$ cat src/rtl/seq_adder_n_if.sv
// seq_adder_n_if: start/done handshake and operand/result bundle for seq_adder_n.
// The sub signal only exists when SEQ_ADDER_SUB_EN is defined.
interface seq_adder_n_if #(
    parameter int WIDTH = 8
);
    logic             start;
    logic [WIDTH-1:0] A;
    logic [WIDTH-1:0] B;
    logic             Cin;
`ifdef SEQ_ADDER_SUB_EN
    logic             sub;
`endif
    logic             busy;
    logic             done;
    logic [WIDTH-1:0] Sum;
    logic             Cout;
    logic             ovf;

`ifdef SEQ_ADDER_SUB_EN
    modport master (
        output start, A, B, Cin, sub,
        input  busy, done, Sum, Cout, ovf
    );

    modport slave (
        input  start, A, B, Cin, sub,
        output busy, done, Sum, Cout, ovf
    );
`else
    modport master (
        output start, A, B, Cin,
        input  busy, done, Sum, Cout, ovf
    );

    modport slave (
        input  start, A, B, Cin,
        output busy, done, Sum, Cout, ovf
    );
`endif
endinterface

$ cat src/rtl/seq_adder_n.sv
// seq_adder_n: multi-cycle adder, SLICE bits per clock with a registered carry
// between slices. Operands are captured on an accepted start; Sum/Cout/ovf
// update only when an operation completes, flagged by a one-cycle done pulse.
// Optional feature macro: SEQ_ADDER_SUB_EN adds a sub input (A - B via ~B and
// an inverted carry-in).
module seq_adder_n #(
    parameter int WIDTH = 8,
    parameter int SLICE = 1
) (
    input logic         clk,
    input logic         reset,
    seq_adder_n_if.slave bus
);
    localparam int STEPS = WIDTH / SLICE;
    localparam int CW    = (STEPS > 1) ? $clog2(STEPS) : 1;
    localparam logic [CW-1:0] LAST = CW'(STEPS - 1);

    generate
        if (WIDTH < 2 || SLICE < 1 || SLICE > WIDTH || (WIDTH % SLICE) != 0) begin : g_bad_params
            $error("seq_adder_n: need WIDTH >= 2, 1 <= SLICE <= WIDTH and WIDTH %% SLICE == 0");
        end
    endgenerate

    typedef enum logic {
        IDLE,
        RUN
    } state_t;

    state_t           state;
    state_t           nextState;

    logic [WIDTH-1:0] opA;
    logic [WIDTH-1:0] opB;
    logic [WIDTH-1:0] partial;
    logic [WIDTH-1:0] sumReg;
    logic             carry;
    logic             aMsb;
    logic             bMsb;
    logic             coutReg;
    logic             ovfReg;
    logic             doneReg;
    logic [CW-1:0]    count;

    logic             subSel;
    logic [WIDTH-1:0] bEff;
    logic             cEff;
    logic             accept;
    logic             lastStep;
    logic [SLICE:0]   sliceSum;
    logic [WIDTH-1:0] nextPartial;

`ifdef SEQ_ADDER_SUB_EN
    assign subSel = bus.sub;
`else
    assign subSel = 1'b0;
`endif

    // Subtraction is A + ~B with the carry-in inverted; plain add when subSel is low.
    assign bEff     = bus.B ^ {WIDTH{subSel}};
    assign cEff     = bus.Cin ^ subSel;
    assign accept   = (state == IDLE) && bus.start;
    assign lastStep = (state == RUN) && (count == LAST);

    assign sliceSum    = {1'b0, opA[SLICE-1:0]} + {1'b0, opB[SLICE-1:0]} + {{SLICE{1'b0}}, carry};
    assign nextPartial = (partial >> SLICE) | (WIDTH'(sliceSum[SLICE-1:0]) << (WIDTH - SLICE));

    // State register; reset overrides any pending start.
    always_ff @(posedge clk) begin
        if (reset) begin
            state <= IDLE;
        end else begin
            state <= nextState;
        end
    end

    // Next state: leave IDLE on start, return after the final slice.
    always_comb begin
        nextState = state;
        case (state)
            IDLE:    if (bus.start) nextState = RUN;
            RUN:     if (count == LAST) nextState = IDLE;
            default: nextState = IDLE;
        endcase
    end

    // Datapath: capture operands on accept, add one slice per RUN cycle, publish on the last.
    always_ff @(posedge clk) begin
        if (reset) begin
            opA     <= '0;
            opB     <= '0;
            partial <= '0;
            sumReg  <= '0;
            carry   <= 1'b0;
            aMsb    <= 1'b0;
            bMsb    <= 1'b0;
            coutReg <= 1'b0;
            ovfReg  <= 1'b0;
            doneReg <= 1'b0;
            count   <= '0;
        end else begin
            doneReg <= 1'b0;
            if (accept) begin
                opA     <= bus.A;
                opB     <= bEff;
                carry   <= cEff;
                aMsb    <= bus.A[WIDTH-1];
                bMsb    <= bEff[WIDTH-1];
                partial <= '0;
                count   <= '0;
            end else if (state == RUN) begin
                opA     <= opA >> SLICE;
                opB     <= opB >> SLICE;
                carry   <= sliceSum[SLICE];
                partial <= nextPartial;
                count   <= count + 1'b1;
                if (lastStep) begin
                    sumReg  <= nextPartial;
                    coutReg <= sliceSum[SLICE];
                    ovfReg  <= (aMsb == bMsb) && (nextPartial[WIDTH-1] != aMsb);
                    doneReg <= 1'b1;
                end
            end
        end
    end

    assign bus.busy = (state == RUN);
    assign bus.done = doneReg;
    assign bus.Sum  = sumReg;
    assign bus.Cout = coutReg;
    assign bus.ovf  = ovfReg;
endmodule

$ cat src/flat_wrapper.sv
// flat-port wrapper written by rule: the top's interface ports become plain ports
module seq_adder_n_flat 
#(
    parameter int WIDTH = 8,
    parameter int SLICE = 1
)
  (clk, reset, bus_start, bus_A, bus_B, bus_Cin, bus_busy, bus_done, bus_Sum, bus_Cout, bus_ovf);
  seq_adder_n_if #(.WIDTH(WIDTH)) bus_i ();
  input logic clk;
  input logic reset;
  input wire logic [$bits(bus_i.start)-1:0] bus_start;
  input wire logic [$bits(bus_i.A)-1:0] bus_A;
  input wire logic [$bits(bus_i.B)-1:0] bus_B;
  input wire logic [$bits(bus_i.Cin)-1:0] bus_Cin;
  output wire logic [$bits(bus_i.busy)-1:0] bus_busy;
  output wire logic [$bits(bus_i.done)-1:0] bus_done;
  output wire logic [$bits(bus_i.Sum)-1:0] bus_Sum;
  output wire logic [$bits(bus_i.Cout)-1:0] bus_Cout;
  output wire logic [$bits(bus_i.ovf)-1:0] bus_ovf;
  assign bus_i.start = bus_start;
  assign bus_i.A = bus_A;
  assign bus_i.B = bus_B;
  assign bus_i.Cin = bus_Cin;
  assign bus_busy = bus_i.busy;
  assign bus_done = bus_i.done;
  assign bus_Sum = bus_i.Sum;
  assign bus_Cout = bus_i.Cout;
  assign bus_ovf = bus_i.ovf;
  seq_adder_n #(.WIDTH(WIDTH), .SLICE(SLICE)) u_core (.clk(clk), .reset(reset), .bus(bus_i));
endmodule
$ cat config.mk
export PLATFORM = sky130hd
export DESIGN_NAME = seq_adder_n_flat
export DESIGN_NICKNAME = d
export VERILOG_FILES = /design/src/rtl/seq_adder_n_if.sv /design/src/rtl/seq_adder_n.sv /design/src/flat_wrapper.sv
export SDC_FILE = /design/constraint.sdc
export NUM_CORES = 1
export LEC_CHECK = 0
export ABC_AREA = 1
export BUFFER_PORTS_ARGS = -buffer_cell sky130_fd_sc_hd__buf_2
export CORE_UTILIZATION = 24
export DETAILED_ROUTE_END_ITERATION = 12
export PLACE_DENSITY = 0.48
export REMOVE_ABC_BUFFERS = 1
export SETUP_SLACK_MARGIN = 0.5
export SYNTH_ARGS = -nofsm -noshare
export SYNTH_HDL_FRONTEND = slang
export SYNTH_SLANG_ARGS = --single-unit
export TNS_END_PERCENT = 10
$ cat constraint.sdc
create_clock -name clk -period 1.5 [get_ports clk]
set_input_delay 0.15 -clock clk [delete_from_list [all_inputs] [get_ports clk]]
set_output_delay 0.15 -clock clk [all_outputs]
set_load 0.005 [all_outputs]
==> run_results.csv, run 1 <==
group,metric,value,unit
outcome,status,"finished, final reports clean",
routing,drt-initial-drc-count,53,
cells_and_area,area_delta_synth_final,24.8,%
yosys,synth_seq_cells,41,
yosys,synthTopCellsByArea,"dfxtp_1, nand2_1, nand3_1",
yosys,ys_seq_area_frac,0.477,
yosys,yosysWarnings,0,
yosys,synth_top_area_frac,0.477,
setup_path,worst_ep_arrival_time,1.48,ns
timing,slew_viol_final,0,
cells_and_area,final_cells,363,
grt,gr-usage-all-layers,0.114,
cells_and_area,seq_area,830,um^2
hold_path,min-delay-start,"bus_B[7]",
clocking,clkTransAtPathRegs,0.08,ns
floorplan,num_io_pins,32,
timing,fmax,0.774,GHz
power,ir_drop,0.338,mV
setup_path,r2r_slack,0.21,ns
run,drv_cap,0,
setup_path,worst_setup_path_start_kind,"flip-flop",
setup_path,cp_data_required_time,1.69,ns
cells_and_area,nNetsFinal,290,
yosys,syn_area,1720,um^2
floorplan,rows,30,
power,p_switching,0.517,mW
grt,grt_max_degree,19,
yosys,syn_inst,226,
floorplan,start_util,0.250,
hold_path,whs_path_depth,3,
yosys,synth_commonest_cells,"nand2_1, dfxtp_1, nand3_1",
timing,max_slew_margin,0.697,
clocking,clock_latency,0.28,ns
clocking,clock_sinks,41,
setup_path,crit_type,"reg -> reg",
timing,holdWs,0.136,ns
routing,wl,3790,um
floorplan,core,6870,um^2
power,swShare,0.245,
setup_path,r2r-start,"u_core.opA[0]",
timing,fin_skew,0.00427,ns
placed_design,globalplace.congestion,0.731,
power,p_seq_frac,0.545,
clocking,cts_buffers,5,
cells_and_area,fill_cells,761,
routing,route.antenna.remaining_nets,0,
placed_design,portBuffers,31,
routing,num_vias,1467,
routing,wl_per_cell,10.4,um
timing,rsz0062_at_grt,"yes",
routing,dr.pass1.iters,4,
placed_design,dp_hpwl,2620,um
floorplan,die_h,86.7,um
cells_and_area,final_layout_size_suffix_gt1_frac,0.255,
yosys,ys.flop_type,"dfxtp_1",
clocking,cts.path.max_buffers,2,
yosys,synth-edff-count,0,
timing,final.setup.worst_slack,0.209,ns
yosys,synth_area_per_cell,7.61,um^2
power,p_per_area,983,nW/um^2
power,p_leak,1.06,nW
cells_and_area,antennaDiodeCount,0,
timing,worstMarginPinSlew,0.453,ns
power,p_clk_frac,0.344,
clocking,cts_max_level,2,
grt,overflow,0,
power,p_comb_frac,0.111,
grt,antenna_found_initial,0,
placed_design,dp_cells,351,
grt,grt_pass1_wl,6490,um
setup_path,worstSetupStartpoint,"u_core.opA[0]",
routing,vias_per_cell,4.04,
routing,drc,0,
floorplan,die_w,86.7,um
timing,setup_viol,0,
yosys,yosysTopAreaCell,"dfxtp_1",
hold_path,hold_class,"in -> reg",
yosys,async_flop_share,0,
timing,finalHoldViolCount,0,
clocking,cts-root-buf,"clkbuf_8",
yosys,ys_types,21,
clocking,cts_tree,"done",
setup_path,ff2ff_path_depth,5,
timing,period_share,0.861,
grt,grt_pass1_vias,1398,
setup_path,end_kind,"flip-flop",
setup_path,r2r-end,"u_core.bus.ovf",
cells_and_area,multi_input_area,757,um^2
power,internal-power,1.59,mW
timing,min_period,1.29,ns
yosys,yosysMostFrequentCell,"nand2_1",
placed_design,dp_slack,0.209,ns
setup_path,worstPathMaxFanout,3,
hold_path,hold_end,"u_core.opB[7]",
floorplan,dieArea,7510,um^2
## stage by stage
stage	utilization	setup TNS [ns]	area (um^2)	total power, mW
after detailed placement	0.286	0	1960	1.39
after floorplan	-	-6.07	1620	1.29
after global placement	0.286	0	1960	1.39
after CTS	0.307	0	2110	2.14
after global routing	0.313	0	2150	2.24
final	0.313	0	2150	2.11
## critical path: stages, from the launching register on
cell	delay, ns
dfxtp_2	0.33
fa_1	0.57
nand3b_1	0.13
nand2_2	0.06
nand2_1	0.05
nand2_1	0.04
## power groups by stage
stage               registers, mW  logic (mW)  clock network [mW]
detailed placement           1.17       0.219                   0
finish                       1.15       0.235               0.726
floorplan                    1.18       0.112                   0
global placement             1.17       0.219                   0
global route                 1.16       0.267               0.814
CTS                          1.15       0.227               0.762
## how the worst max path moves through the flow
stage                endpoint  slack [ns]  depth (start not counted)
6_report       u_core.bus.ovf        0.21                          5
5_1_grt        u_core.bus.ovf        0.14                          5
4_1_cts        u_core.bus.ovf        0.20                          5
3_5_place_dp   u_core.bus.ovf        0.21                          5
3_3_place_gp   u_core.bus.ovf        0.22                          5
2_1_floorplan    u_core.carry       -0.29                          5
## registers in the layout, summed over array words and instances (netlist names), 3 cells and up
name and flops:
u_core.count 3, u_core.bus.Sum 8, u_core.opA 8, u_core.partial 7
u_core.opB 8
## layout by cell type, fill, tap and decap left out, types with 2 or more instances in the layout
cell type   n
nand2_1    86
nand3_1    37
dfxtp_1    36
buf_2      30
inv_1      19
buf_4      13
a21oi_1     9
clkbuf_8    6
dfxtp_2     4
nand2_2     3
o21ai_1     3
nor2_1      3
nand2_4     2
o21ai_0     2
ha_4        2
buf_6       2
## kinds of logic (layout without fill, tap and decap cells)
| logic type | after synthesis | in the layout | synth area share |
|---|---|---|---|
| and+or+nand+nor | 134 | 134 | 0.341 |
| buffers and inverters | 32 | 73 | 0.105 |
| xor gates and xnor gates | 1 | 1 | 0.00509 |
| DFF | 41 | 41 | 0.477 |
| adders and majority gates | 3 | 3 | 0.0262 |
| AOI/OAI and AO/OA | 15 | 15 | 0.0458 |
## repair_timing
item | 4_1_cts | 5_1_grt
pin swaps | 3 | 1
setup buffers | 2 | 3
resized for setup | 13 | 5
hold buffers | 0 | 0
hold endpoints to repair | 0 | 0
cloned | 0 | 0
endpoints found under the setup margin | 42 | 40
## cell type report
cell class / count / area share
inverters: 21 / 0.0390
well taps: 96 / 0.0559
repair buffers: 45 / 0.126
multi-input cells: 153 / 0.353
clock buffers: 7 / 0.0402
flip-flops and latches: 41 / 0.386
## metal layers
layer | global-route usage | vias to the layer above | part of all wire
li1 | - | 788 | -
met1 | 0.140 | 639 | 0.51
met2 | 0.184 | 34 | 0.42
met3 | 0.0343 | 6 | 0.054
met4 | 0.0515 | 0 | 0.015
met5 | 0 | - | 0
No activity file was read; power rests on OpenSTA's default activity.
==> inputs of run 2 (changes only) <==
--- a/config.mk
+++ b/config.mk
@@ -7,9 +7,10 @@
 export LEC_CHECK = 0
 export ABC_AREA = 1
 export BUFFER_PORTS_ARGS = -buffer_cell sky130_fd_sc_hd__buf_2
-export CORE_UTILIZATION = 24
+export CORE_UTILIZATION = 40
 export DETAILED_ROUTE_END_ITERATION = 12
-export PLACE_DENSITY = 0.48
+export MAX_ROUTING_LAYER = met4
+export PLACE_DENSITY = 0.68
 export REMOVE_ABC_BUFFERS = 1
 export SETUP_SLACK_MARGIN = 0.5
 export SYNTH_ARGS = -nofsm -noshare
==> run 2 against run 1 <==
  * Wire length up 1.2%
  * Sequential power about the same
  * Critical path depth unchanged
  * Design area up 4.9%
  * Via count up 8.3%
  * First-iteration DRC count up 38%
  * Largest power group unchanged
  * Fmax up 2.6%
  * Sequential cell count unchanged
  * Global-route usage up 7.6 points
==> run_results.csv, run 2 (same netlist as run 1, synthesis figures left out) <==
group,metric,value,unit
timing,max_slew_margin,0.795,
setup_path,crit_type,"reg -> reg",
routing,wl,3840,um
grt,antenna_found_initial,0,
cells_and_area,area_delta_synth_final,30.9,%
timing,worstMarginPinSlew,0.308,ns
power,ir_drop,0.636,mV
timing,min_period,1.26,ns
cells_and_area,layout_common_cells,"nand2_1, dfxtp_1, nand3_1",
routing,num_vias,1589,
floorplan,rows,23,
timing,fin_skew,0.00413,ns
cells_and_area,multi_input_area,793,um^2
cells_and_area,nNetsFinal,297,
grt,grt_pass1_vias,1429,
grt,gr-usage-all-layers,0.190,
timing,rsz0062_at_grt,"yes",
setup_path,r2r-start,"u_core.opA[0]",
setup_path,worstSetupStartpoint,"u_core.opA[0]",
routing,drc,0,
floorplan,start_util,0.424,
setup_path,end_kind,"flip-flop",
placed_design,globalplace.congestion,0.774,
floorplan,num_io_pins,32,
clocking,clkTransAtPathRegs,0.07,ns
hold_path,hold_class,"in -> reg",
floorplan,die_w,67.6,um
placed_design,dp_hpwl,2160,um
clocking,clock_latency,0.30,ns
clocking,cts_max_level,2,
placed_design,portBuffers,31,
grt,grt_pass1_wl,6200,um
grt,grt_max_degree,20,
power,p_per_area,992,nW/um^2
outcome,status,"finished, final reports clean",
grt,overflow,0,
cells_and_area,antennaDiodeCount,0,
timing,period_share,0.839,
power,p_leak,1.13,nW
cells_and_area,final_layout_size_suffix_gt1_frac,0.287,
clocking,clock_sinks,41,
clocking,cts_tree,"done",
cells_and_area,final_common_cell,"nand2_1",
timing,fmax,0.795,GHz
run,drv_cap,0,
timing,holdWs,0.115,ns
clocking,cts_buffers,5,
routing,route.antenna.remaining_nets,0,
timing,setup_viol,0,
clocking,cts-root-buf,"clkbuf_8",
floorplan,core,4060,um^2
power,p_comb_frac,0.131,
setup_path,cp_data_required_time,1.70,ns
power,p_clk_frac,0.355,
power,internal-power,1.68,mW
timing,finalHoldViolCount,0,
power,total_power,2.23,mW
routing,wl_per_cell,11.8,um
routing,vias_per_cell,4.89,
hold_path,min-delay-start,"reset",
setup_path,worst_ep_arrival_time,1.45,ns
cells_and_area,seq_area,828,um^2
power,swShare,0.248,
routing,drt-initial-drc-count,73,
setup_path,worst_setup_path_start_kind,"flip-flop",
cells_and_area,fill_cells,398,
clocking,cts.path.max_buffers,2,
floorplan,die_h,67.6,um
routing,dr.pass1.iters,4,
floorplan,dieArea,4570,um^2
power,p_seq_frac,0.514,
setup_path,worstPathMaxFanout,3,
timing,slew_viol_final,0,
power,p_switching,0.553,mW
run 2: cell types whose count changed in the layout (fill, tap and decap cells not counted), sizes merged:
cell / before / now
clkbuf: 7 / 8
buf: 45 / 48
bufbuf: 0 / 1
inv: 21 / 20
clkinv: 0 / 1
clkinvlp: 0 / 3
run 2: per-stage QoR:
step                      utilization  instances  TNS (ns)  setup WS, ns  area (um^2)
after global placement          0.463        300         0         0.235         1880
after global routing            0.555        325         0         0.147         2250
after CTS                       0.525        320         0         0.239         2130
final                           0.555        325         0         0.242         2250
after detailed placement        0.463        300         0         0.222         1880
after floorplan                     -        215     -6.07        -0.289         1620
run 2: path summary, 6_finish.rpt:
check                            to  slack, ns  depth (start not counted)
setup / recovery     u_core.bus.ovf       0.24                          5
hold / removal      u_core.bus.done       0.12                          2
setup reg to reg     u_core.bus.ovf       0.24                          5
hold reg to reg   u_core.bus.Sum[4]       0.44                          2
run 2: timing repair:
item	CTS	global route
cloned	3	1
endpoints found under the setup margin	42	42
hold buffers	0	0
hold endpoints to repair	0	0
gates resized for setup	12	14
setup buffers	9	4
pin swaps	4	3
run 2: power by group through the flow:
stage          sequential (mW)  clock, mW  combinational [mW]
2_1_floorplan             1.18          0               0.112
3_3_place_gp              1.17          0               0.205
3_5_place_dp              1.17          0               0.206
4_1_cts                   1.15      0.816               0.263
5_1_grt                   1.15      0.867               0.323
6_report                  1.15      0.793               0.293
run 2: critical path: stages, from the launching register on:
cell and delay (ns):
dfxtp_2 0.33, fa_1 0.56, nand3b_1 0.11, nand2_1 0.06
nand2_1 0.05, nand2_1 0.04
run 2: cell type report:
type                            instances  share of cell area
Clock buffer                            7              0.0428
Clock inverter                          1             0.00222
Inverter                               21              0.0400
Multi-Input combinational cell        153               0.352
Sequential cell                        41               0.368
Tap cell                               50              0.0278
Timing Repair Buffer                   50               0.162
Timing Repair inverter                  2             0.00556
run 2: per-layer routing:
| layer | GRT usage | vias up | routed length [um] |
|---|---|---|---|
| li1 | - | 802 | - |
| met1 | 0.226 | 734 | 1720 |
| met2 | 0.306 | 49 | 1850 |
| met3 | 0.0405 | 4 | 224 |
| met4 | 0.0851 | 0 | 37 |
| met5 | - | - | 0 |
